==> config.mk <==
export PLATFORM = sky130hd
export DESIGN_NAME = rr_arbiter_8x3_flat
export DESIGN_NICKNAME = d
export VERILOG_FILES = /design/src/rtl/rr_arbiter_8x3_pkg.sv /design/src/rtl/rr_arbiter_8x3_if.sv /design/src/rtl/rr_arbiter_8x3_pick.sv /design/src/rtl/rr_arbiter_8x3.sv /design/src/flat_wrapper.sv
export SDC_FILE = /design/constraint.sdc
export NUM_CORES = 1
export LEC_CHECK = 0
export ABC_AREA = 1
export CAP_MARGIN = 20
export CORE_MARGIN = 1.5
export CORE_UTILIZATION = 52
export CTS_BUF_LIST = sky130_fd_sc_hd__clkbuf_8
export DETAILED_ROUTE_END_ITERATION = 6
export PLACE_DENSITY = 0.77
export SLEW_MARGIN = 20
export SYNTH_ARGS = -nofsm -noshare
export SYNTH_HDL_FRONTEND = slang
export SYNTH_SLANG_ARGS = --single-unit
==> constraint.sdc <==
create_clock -name clk -period 4.65 [get_ports clk]
set_input_delay 1.1625 -clock clk [delete_from_list [all_inputs] [get_ports clk]]
set_output_delay 1.1625 -clock clk [all_outputs]
set_load 0.05 [all_outputs]
==> src/rtl/rr_arbiter_8x3_pkg.sv <==
// Shared constants and types for the 8-way round-robin arbiter.
package arb_pkg;

  localparam int N_REQ = 8;
  localparam int IDX_W = 3;

  // Arbiter FSM: IDLE picks a winner, GRANT holds it until release or timeout.
  typedef enum logic {
    IDLE  = 1'b0,
    GRANT = 1'b1
  } arb_state_e;

endpackage : arb_pkg

==> src/rtl/rr_arbiter_8x3_if.sv <==
// Request/grant bundle between the requesters and the arbiter.
//
// Handshake: a requester raises req[i] and keeps it high for as long as it
// wants the resource. It owns the resource while gnt[i] is high. It gives the
// resource back by dropping req[i]. The arbiter may take the grant away early
// with a timeout. In that case it pulses preempt for one cycle, and the
// requester must treat the resource as lost.
interface rr_arbiter_8x3_if;
  import arb_pkg::*;

  logic [N_REQ-1:0] req;
  logic [N_REQ-1:0] gnt;
  logic [IDX_W-1:0] gnt_idx;
  logic             gnt_valid;
  logic             preempt;
  arb_state_e       state_dbg;

  modport master (
    output req,
    input  gnt, gnt_idx, gnt_valid, preempt, state_dbg
  );

  modport slave (
    input  req,
    output gnt, gnt_idx, gnt_valid, preempt, state_dbg
  );

endinterface : rr_arbiter_8x3_if

==> src/rtl/rr_arbiter_8x3_pick.sv <==
// Combinational round-robin pick. The search starts at ptr and wraps modulo 8.
// The request vector is rotated so that bit ptr lands at position 0. The
// lowest set bit is then found, and the pointer offset is added back.
module rr_pick_8
  import arb_pkg::*;
(
  input  logic [N_REQ-1:0] req_i,
  input  logic [IDX_W-1:0] ptr_i,
  output logic             any_o,
  output logic [IDX_W-1:0] win_idx_o,
  output logic [N_REQ-1:0] win_onehot_o
);

  logic [2*N_REQ-1:0] dbl;
  logic [N_REQ-1:0]   rot;
  logic [IDX_W-1:0]   off;

  // Rotate, priority-encode (lowest bit first), then un-rotate the index.
  always_comb begin
    dbl = {req_i, req_i} >> ptr_i;
    rot = dbl[N_REQ-1:0];
    off = '0;
    for (int i = N_REQ - 1; i >= 0; i--) begin
      if (rot[i]) off = IDX_W'(i);
    end
    any_o        = |req_i;
    win_idx_o    = any_o ? IDX_W'(ptr_i + off) : '0;
    win_onehot_o = any_o ? (N_REQ'(1) << win_idx_o) : '0;
  end

endmodule : rr_pick_8

==> src/rtl/rr_arbiter_8x3.sv <==
// Round-robin arbiter for 8 requesters. It produces a registered one-hot grant
// and a binary index. A requester that holds the resource too long while
// others wait is preempted by an optional timeout.
module rr_arbiter_8x3
  import arb_pkg::*;
#(
  parameter int unsigned MAX_HOLD = 16
) (
  input  logic            clk,
  input  logic            rst_n,
  rr_arbiter_8x3_if.slave arb
);

  localparam int HC_W = (MAX_HOLD == 0) ? 1 : $clog2(MAX_HOLD + 1);
  localparam bit PREEMPT_EN = (MAX_HOLD != 0);
  // Last count value before a waiting competitor forces preemption. This is
  // also where the counter saturates when nobody else is waiting.
  localparam logic [HC_W-1:0] HOLD_LAST = PREEMPT_EN ? HC_W'(MAX_HOLD - 1) : '0;

  arb_state_e       state_q, state_d;
  logic [IDX_W-1:0] ptr_q, ptr_d;
  logic [HC_W-1:0]  hold_q, hold_d;
  logic [N_REQ-1:0] gnt_q, gnt_d;
  logic [IDX_W-1:0] idx_q, idx_d;
  logic             pre_q, pre_d;

  logic             pick_any;
  logic [IDX_W-1:0] pick_idx;
  logic [N_REQ-1:0] pick_onehot;
  logic             owner_req;
  logic             others_wait;

  rr_pick_8 u_pick (
    .req_i        (arb.req),
    .ptr_i        (ptr_q),
    .any_o        (pick_any),
    .win_idx_o    (pick_idx),
    .win_onehot_o (pick_onehot)
  );

  assign owner_req   = arb.req[idx_q];
  assign others_wait = |(arb.req & ~gnt_q);

  // Next-state logic: grant from IDLE, release or timeout from GRANT.
  always_comb begin
    state_d = state_q;
    ptr_d   = ptr_q;
    hold_d  = hold_q;
    gnt_d   = gnt_q;
    idx_d   = idx_q;
    pre_d   = 1'b0;
    unique case (state_q)
      IDLE: begin
        if (pick_any) begin
          state_d = GRANT;
          gnt_d   = pick_onehot;
          idx_d   = pick_idx;
          ptr_d   = IDX_W'(pick_idx + 1'b1);
          hold_d  = '0;
        end
      end
      GRANT: begin
        if (!owner_req) begin
          // A release takes priority over a timeout in the same cycle.
          state_d = IDLE;
          gnt_d   = '0;
          idx_d   = '0;
        end else if (PREEMPT_EN && hold_q == HOLD_LAST && others_wait) begin
          state_d = IDLE;
          gnt_d   = '0;
          idx_d   = '0;
          pre_d   = 1'b1;
        end else if (hold_q != HOLD_LAST) begin
          hold_d = hold_q + 1'b1;
        end
      end
      default: begin
        state_d = IDLE;
        gnt_d   = '0;
        idx_d   = '0;
      end
    endcase
  end

  // State and output registers; reset clears them immediately.
  always_ff @(posedge clk or negedge rst_n) begin
    if (!rst_n) begin
      state_q <= IDLE;
      ptr_q   <= '0;
      hold_q  <= '0;
      gnt_q   <= '0;
      idx_q   <= '0;
      pre_q   <= 1'b0;
    end else begin
      state_q <= state_d;
      ptr_q   <= ptr_d;
      hold_q  <= hold_d;
      gnt_q   <= gnt_d;
      idx_q   <= idx_d;
      pre_q   <= pre_d;
    end
  end

  assign arb.gnt       = gnt_q;
  assign arb.gnt_idx   = idx_q;
  assign arb.gnt_valid = |gnt_q;
  assign arb.preempt   = pre_q;
  assign arb.state_dbg = state_q;

endmodule : rr_arbiter_8x3

==> src/flat_wrapper.sv <==
// flat-port wrapper written by rule: the top's interface ports become plain ports
module rr_arbiter_8x3_flat import arb_pkg::*;
#(
  parameter int unsigned MAX_HOLD = 16
)
  (clk, rst_n, arb_req, arb_gnt, arb_gnt_idx, arb_gnt_valid, arb_preempt, arb_state_dbg);
  rr_arbiter_8x3_if arb_i ();
  input  logic clk;
  input  logic rst_n;
  input wire logic [$bits(arb_i.req)-1:0] arb_req;
  output wire logic [$bits(arb_i.gnt)-1:0] arb_gnt;
  output wire logic [$bits(arb_i.gnt_idx)-1:0] arb_gnt_idx;
  output wire logic [$bits(arb_i.gnt_valid)-1:0] arb_gnt_valid;
  output wire logic [$bits(arb_i.preempt)-1:0] arb_preempt;
  output wire logic [$bits(arb_i.state_dbg)-1:0] arb_state_dbg;
  assign arb_i.req = arb_req;
  assign arb_gnt = arb_i.gnt;
  assign arb_gnt_idx = arb_i.gnt_idx;
  assign arb_gnt_valid = arb_i.gnt_valid;
  assign arb_preempt = arb_i.preempt;
  assign arb_state_dbg = arb_i.state_dbg;
  rr_arbiter_8x3 #(.MAX_HOLD(MAX_HOLD)) u_core (.clk(clk), .rst_n(rst_n), .arb(arb_i));
endmodule
==> impl_metrics.ini, run 1 <==
[clock_tree]
clock-sinks = 21
cts.reportedPaths.clkPinSlew_ns = 0.07
holdBufCountCts = 0
clockRootBuffer = clkbuf_8
cts_resized = 0
post-cts-setup-buffers = 0
htreeDepth = 1
clock_latency_ns = 0.26
tritoncts = built
numCtsBuffers = 3
cts_buffer_depth = 2

[setup_path]
crit_type = input port to register
r2r_setup_slack_ns = 1.37
cpPeakStageDelay_ns = 0.63
start_kind = input port
cp_slowest_cell = clkdlybuf4s50_1
reg2reg_depth = 21
critPathCaptureType = register
r2r-start = u_core.ptr_q[0]$_DFFE_PN0P_
cp_max_fo = 9
crit_start = arb_req[4]
crit_arrival_ns = 4.24
path_cells = clkdlybuf4s50_1 > nand2_1 > nand3_1 > nand3_1 > a21oi_1 > nor2_1 > o21ai_0 > nand2_1 > a21boi_0 > ha_1 > inv_1 > fa_1 > xor2_1 > inv_1 > nand3_2 > nand2_2 > nor2_8 > ha_1 > nand2_1 > o21ai_0
crit_end = u_core.ptr_q[2]$_DFFE_PN0P_
crit_required_ns = 4.79
worst_r2r_endpoint = u_core.ptr_q[2]$_DFFE_PN0P_
path_common_cell = nand2_1

[yosys]
synth_flop_cell = dfrtp_1
async_reset_ff_share_pct = 100
netlist_area_um2 = 1700
synth_cell_types = 31
synth_cells = 239
ys_seq_elements = 21
seq_area_frac_synth_pct = 31.0
syn-mean-instance-area_um2 = 7.10
syn_nets = 258
yosysWarnings = 0
synth_edf_count = 0

[status]
status = finished clean

[layout]
num_antenna_cells = 0
drive_gt1_share_pct = 13.0
post-route-cell-area_um2 = 1990
syn_to_final_growth_pct = 17.3
fillers = 307
nNetsFinal = 281

[grt]
gr-total-overflow = 0
grt_pass1_vias = 1490
met3_usage_pct = 4.11
track_usage_pct = 23.7
grt_pass1_wl_um = 6500
grt_max_degree = 22
busiest_layer = met2
met1_usage_pct = 33.8
antenna_found_initial = 0
use_met2_pct = 37.6

[sta]
finalHoldViolCount = 0
skew_ns = 0.00385
worst_pin_slew_ns = 0.919
slew_headroom_pct = 38.6
rsz0062_at_grt = no
slew_viol_final = 0
min_period_over_period_pct = 88.2
period_minus_slack_ns = 4.10
clock.fmax_ghz = 0.244
setup_tns_ns = 0
setup_violations = 0

[hold_path]
hp-class = register to register
hp-start = u_core.hold_q[4]$_DFFE_PN0P_

[pwr]
powerDensity_nw_per_um2 = 826
internal_power_uw = 715
cellLeakagePower_nw = 0.961
comb_power_share_pct = 71.4
clockPowerShare_pct = 7.2
peakVddDrop_mv = 0.445
seqPwrFrac_pct = 21.4
p_switching_uw = 928
swShare_pct = 56.5

[route]
drtIter0Drc = 110
drtAntennaViolNets = 0
routed-via-count = 1601
wl_per_cell_um = 12.7
dr.pass1.iters = 4
vias_per_cell = 5.25
wirelength_um = 3870
drc = 0

[floorplanning]
die-area_um2 = 3610
io_pins = 24
dieWidth_um = 60.1
die_y_um = 60.1
core_area_um2 = 3080
start_util_pct = 55.1
rows = 20

[placed_design]
placed_area_um2 = 1950
gp_congestion = 0.828
io_buffers = 23
hpwl_um = 2950

[run]
max-cap-violations = 0
worst max-delay path, delay by kind of cell:
| kind | cells | cell delay (ns) |
|---|---|---|
| compound gates | 4 | 0.53 |
| xor+xnor | 1 | 0.15 |
| fa+ha+maj | 3 | 0.83 |
| buf+inv | 3 | 0.81 |
| simple gates | 9 | 0.79 |
cell usage in the layout (no fill, tap or decap), types with 5 or more instances in the layout:
cell	count
a21oi_1	6
clkdlybuf4s50_1	23
dfrtp_1	21
ha_1	8
inv_1	22
nand2_1	73
nand2_2	12
nand3_1	33
nand3_2	5
nor2_1	9
o21ai_0	13
o21ai_1	5
registers in the layout, summed over array words and instances (netlist names):
name / flops
u_core.arb.gnt: 8
u_core.hold_q: 5
u_core.arb.gnt_idx: 3
u_core.ptr_q: 3
u_core.arb.state_dbg: 1
u_core.arb.preempt: 1
synthesized netlist by cell type, types with 3 or more instances:
cell type / count / share of area, %
nand3_1: 33 / 9.7
o21ai_1: 5 / 1.5
nand2_1: 73 / 16
ha_1: 8 / 5.9
nand3_2: 5 / 2.9
a21oi_1: 6 / 1.8
inv_1: 21 / 4.6
or2_2: 3 / 1.1
dfrtp_1: 21 / 31
nor2_1: 9 / 2.0
o22ai_1: 4 / 1.5
nand2_2: 12 / 4.4
o21ai_0: 13 / 3.8
power groups by stage:
stage | registers (mW) | clock network (mW) | logic [mW]
2_1_floorplan | 0.395 | 0 | 0.880
3_3_place_gp | 0.352 | 0 | 1.15
3_5_place_dp | 0.354 | 0 | 1.16
4_1_cts | 0.350 | 0.120 | 1.18
5_1_grt | 0.364 | 0.128 | 1.31
6_report | 0.352 | 0.118 | 1.17
cells by family (layout without fill, tap and decap cells):
kind of cell    Yosys count  after routing  share of synthesized area (%)
simple gates            146            146                           42.0
xor+xnor                  1              1                          0.516
flops                    21             21                           31.0
buf+inv                  30             52                           8.04
fa+ha+maj                 9              9                           7.08
compound gates           32             32                           11.4
metal layers:
| metal | routed length, um | vias up |
|---|---|---|
| met2 | 1720 | 41 |
| li1 | - | 830 |
| met1 | 1890 | 726 |
| met5 | 0 | - |
| met3 | 224 | 4 |
| met4 | 31 | 0 |
stage by stage:
step           setup WS (ns)  power [mW]  util (%)  hold WS [ns]  cells
3_5_place_dp           0.274        1.52      63.2         0.476    301
6_report               0.551        1.64      64.7         0.507    305
4_1_cts                0.557        1.65      64.7         0.494    305
3_3_place_gp           0.336        1.51      63.2         0.467    301
5_1_grt                0.250        1.80      64.7         0.548    305
2_1_floorplan           1.10        1.28         -         0.453    239
worst min-delay path by stage:
stage / endpoint / cells past startpoint / slack (ns)
2_1_floorplan: u_core.hold_q[4]$_DFFE_PN0P_ / 2 / 0.45
5_1_grt: u_core.hold_q[4]$_DFFE_PN0P_ / 2 / 0.55
3_3_place_gp: u_core.hold_q[4]$_DFFE_PN0P_ / 2 / 0.47
3_5_place_dp: u_core.hold_q[4]$_DFFE_PN0P_ / 2 / 0.48
4_1_cts: u_core.hold_q[4]$_DFFE_PN0P_ / 2 / 0.49
6_report: u_core.hold_q[4]$_DFFE_PN0P_ / 2 / 0.51
layout make-up:
type                       count  area, um2  area share [%]
sequential                    21        526            26.4
inverter                      25        100            5.03
clock buffer                   3       41.3            2.07
clock inverter                 1       3.75           0.189
tap                           44       55.1            2.77
multi-input combinational    188       1030            52.0
timing repair buffer          23        230            11.6
Power figures use the tool's default switching activity.
==> run 2, diff against run 1 <==
GPL_TIMING_DRIVEN = 0   (was default)
==> run 2 against run 1 <==
  * Combinational power is 7% higher
  * First-iteration DRC count is 2.7% higher
  * Power is 1.7% higher
  * Cell count up 1.6%
  * Non-clock buffer count grew 5
  * Via count increased by 0.81%
  * Maximum frequency grew 0.63%
  * Global-route usage shrank 0.45 points
  * Routed wire length is 1.5% lower
  * Sequential cell count is the same
  * Sequential power fell by 14%
  * Critical path type unchanged
  * Highest routed layer unchanged
==> impl_metrics.ini, run 2 (synthesis results as in run 1) <==
[clock_tree]
numCtsBuffers = 3
cts.reportedPaths.clkPinSlew_ns = 0.08
tritoncts = built
holdBufCountCts = 0
cts_resized = 0
htreeDepth = 1
clock-sinks = 21
cts_buffer_depth = 2
clockRootBuffer = clkbuf_8
clock_latency_ns = 0.26
post-cts-setup-buffers = 0

[setup_path]
cpPeakStageDelay_ns = 0.54
crit_end = u_core.ptr_q[2]$_DFFE_PN0P_
critPathCaptureType = register
crit_buf_inv = 3
crit_required_ns = 4.80
start_kind = input port
reg2reg_depth = 21
critPathTopFamily = simple AND/OR/NAND/NOR gates
cp_max_fo = 9
r2r-start = u_core.ptr_q[0]$_DFFE_PN0P_
path_common_cell = nand2_1
path_cells = clkdlybuf4s50_1 > nand2_1 > nand3_1 > nand3_1 > nand2_2 > a21oi_1 > nor2_1 > o21ai_0 > nand2_1 > a21boi_0 > ha_1 > inv_1 > fa_1 > xor2_1 > inv_1 > nand3_2 > nand2_2 > nor2_8 > ha_1 > nand2_1 > o21ai_0
cp_slowest_cell = clkdlybuf4s50_1
crit_type = input port to register
worst_r2r_endpoint = u_core.ptr_q[2]$_DFFE_PN0P_
crit_arrival_ns = 4.23
r2r_setup_slack_ns = 1.51
crit_start = arb_req[3]
crit_cells = 21

[grt]
grt_pass1_wl_um = 6340
antenna_found_initial = 0
grt_max_degree = 22
grt_pass1_vias = 1428
met3_usage_pct = 2.38
busiest_layer = met2
gr-total-overflow = 0
track_usage_pct = 23.3
met1_usage_pct = 34.8
use_met2_pct = 35.1

[sta]
period_minus_slack_ns = 4.07
setup_violations = 0
finalHoldViolCount = 0
worst_pin_slew_ns = 0.936
whs_ns = 0.506
rsz0062_at_grt = no
setup_tns_ns = 0
clock.fmax_ghz = 0.245
skew_ns = 0.00712
min_period_over_period_pct = 87.6
slew_headroom_pct = 37.4
fin_ws_ns = 0.577
slew_viol_final = 0

[layout]
num_antenna_cells = 0
largest_register_ff_count = 8
most-common-layout-cells = nand2_1 (73), nand3_1 (33), clkdlybuf4s50_1 (23), inv_1 (22), dfrtp_1 (21)
layout_commonest_cell = nand2_1
drive_gt1_share_pct = 14.3
multiInputGateArea_um2 = 1030
seq_area_um2 = 526
nNetsFinal = 286
syn_to_final_growth_pct = 19.5
fillers = 282

[placed_design]
dp_slack_ns = 0.283
gp_congestion = 0.796
io_buffers = 23
hpwl_um = 2920

[status]
status = finished clean

[route]
wl_per_cell_um = 12.3
routed-via-count = 1614
drtAntennaViolNets = 0
drtIter0Drc = 113
vias_per_cell = 5.21
wirelength_um = 3810
dr.pass1.iters = 4
drc = 0

[pwr]
comb_power_share_pct = 74.8
p_switching_uw = 930
cellLeakagePower_nw = 0.983
peakVddDrop_mv = 0.447
powerDensity_nw_per_um2 = 825
swShare_pct = 55.7
internal_power_uw = 741
clockPowerShare_pct = 7.2
seqPwrFrac_pct = 18.0

[run]
max-cap-violations = 0

[floorplanning]
start_util_pct = 55.1
io_pins = 24
die-area_um2 = 3610
rows = 20
die_y_um = 60.1
core_area_um2 = 3080
dieWidth_um = 60.1

[hold_path]
hp-class = register to register
## run 2: cell count changes in the layout (fill, tap and decap cells not counted), sizes merged
cell    delta
buf        +4
clkbuf     +1
## run 2: layout make-up
cell class              instances  area share (%)
multi-input cells             188            51.0
well taps                      44            2.72
flip-flops and latches         21            25.9
clock inverters                 1           0.185
clock buffers                   3            2.04
plain buffers                   5            1.79
repair buffers                 23            11.4
inverters                      25            4.94
## run 2: worst reg2reg max path, delay by kind of cell (launching register included)
family                   cells  cell delay [ns]
adder cells (fa/ha/maj)      3             0.80
AND/OR/NAND/NOR              9             0.78
AO/OA/AOI/OAI                4             0.54
flip-flops                   1             0.40
buffers and inverters        4             0.39
XOR/XNOR                     1             0.14
## run 2: power groups by stage
stage | Clock, mW | Sequential [mW] | Combinational (mW)
final | 0.120 | 0.302 | 1.25
after global routing | 0.126 | 0.309 | 1.41
after CTS | 0.118 | 0.301 | 1.26
after detailed placement | 0 | 0.304 | 1.24
after global placement | 0 | 0.303 | 1.24
after floorplan | 0 | 0.395 | 0.880
## run 2: metal layers
metal | part of all wire (%) | routed length [um]
met1 | 51 | 1920
met2 | 43 | 1650
met3 | 4.8 | 184
met4 | 1.2 | 44
met5 | 0 | 0
## run 2: worst min-delay path by stage
stage | to | depth (start not counted) | startpoint | slack [ns]
final | u_core.hold_q[4]$_DFFE_PN0P_ | 2 | u_core.hold_q[4]$_DFFE_PN0P_ | 0.51
after detailed placement | u_core.hold_q[4]$_DFFE_PN0P_ | 2 | u_core.hold_q[4]$_DFFE_PN0P_ | 0.48
after floorplan | u_core.hold_q[4]$_DFFE_PN0P_ | 2 | u_core.hold_q[4]$_DFFE_PN0P_ | 0.45
after CTS | u_core.hold_q[4]$_DFFE_PN0P_ | 2 | u_core.hold_q[4]$_DFFE_PN0P_ | 0.50
after global routing | u_core.hold_q[4]$_DFFE_PN0P_ | 2 | u_core.hold_q[4]$_DFFE_PN0P_ | 0.54
after global placement | u_core.hold_q[4]$_DFFE_PN0P_ | 2 | u_core.hold_q[4]$_DFFE_PN0P_ | 0.48
## run 2: stage by stage
step / cells / util (%) / cell area [um2] / total power, mW
6_report: 310 / 65.9 / 2030 / 1.67
5_1_grt: 310 / 65.9 / 2030 / 1.85
4_1_cts: 310 / 65.9 / 2030 / 1.68
3_5_place_dp: 306 / 64.4 / 1980 / 1.54
3_3_place_gp: 306 / 64.4 / 1980 / 1.54
2_1_floorplan: 239 / - / 1700 / 1.28
==> run 3, diff against run 2 <==
clock period = 4.3 ns   (was 4.65 ns; I/O delays follow)
==> results of run 3 <==
The final DEF is identical to that of run 2. Status: finished clean.
Main changes from that run: setup slack after placement 0.283 ns -> 0.0209 ns; setup slack after layout 0.577 ns -> 0.314 ns; register-to-register setup slack 1.51 ns -> 1.16 ns; total power 1.67 mW -> 1.81 mW; worst IR drop on VDD 0.447 mV -> 0.483 mV
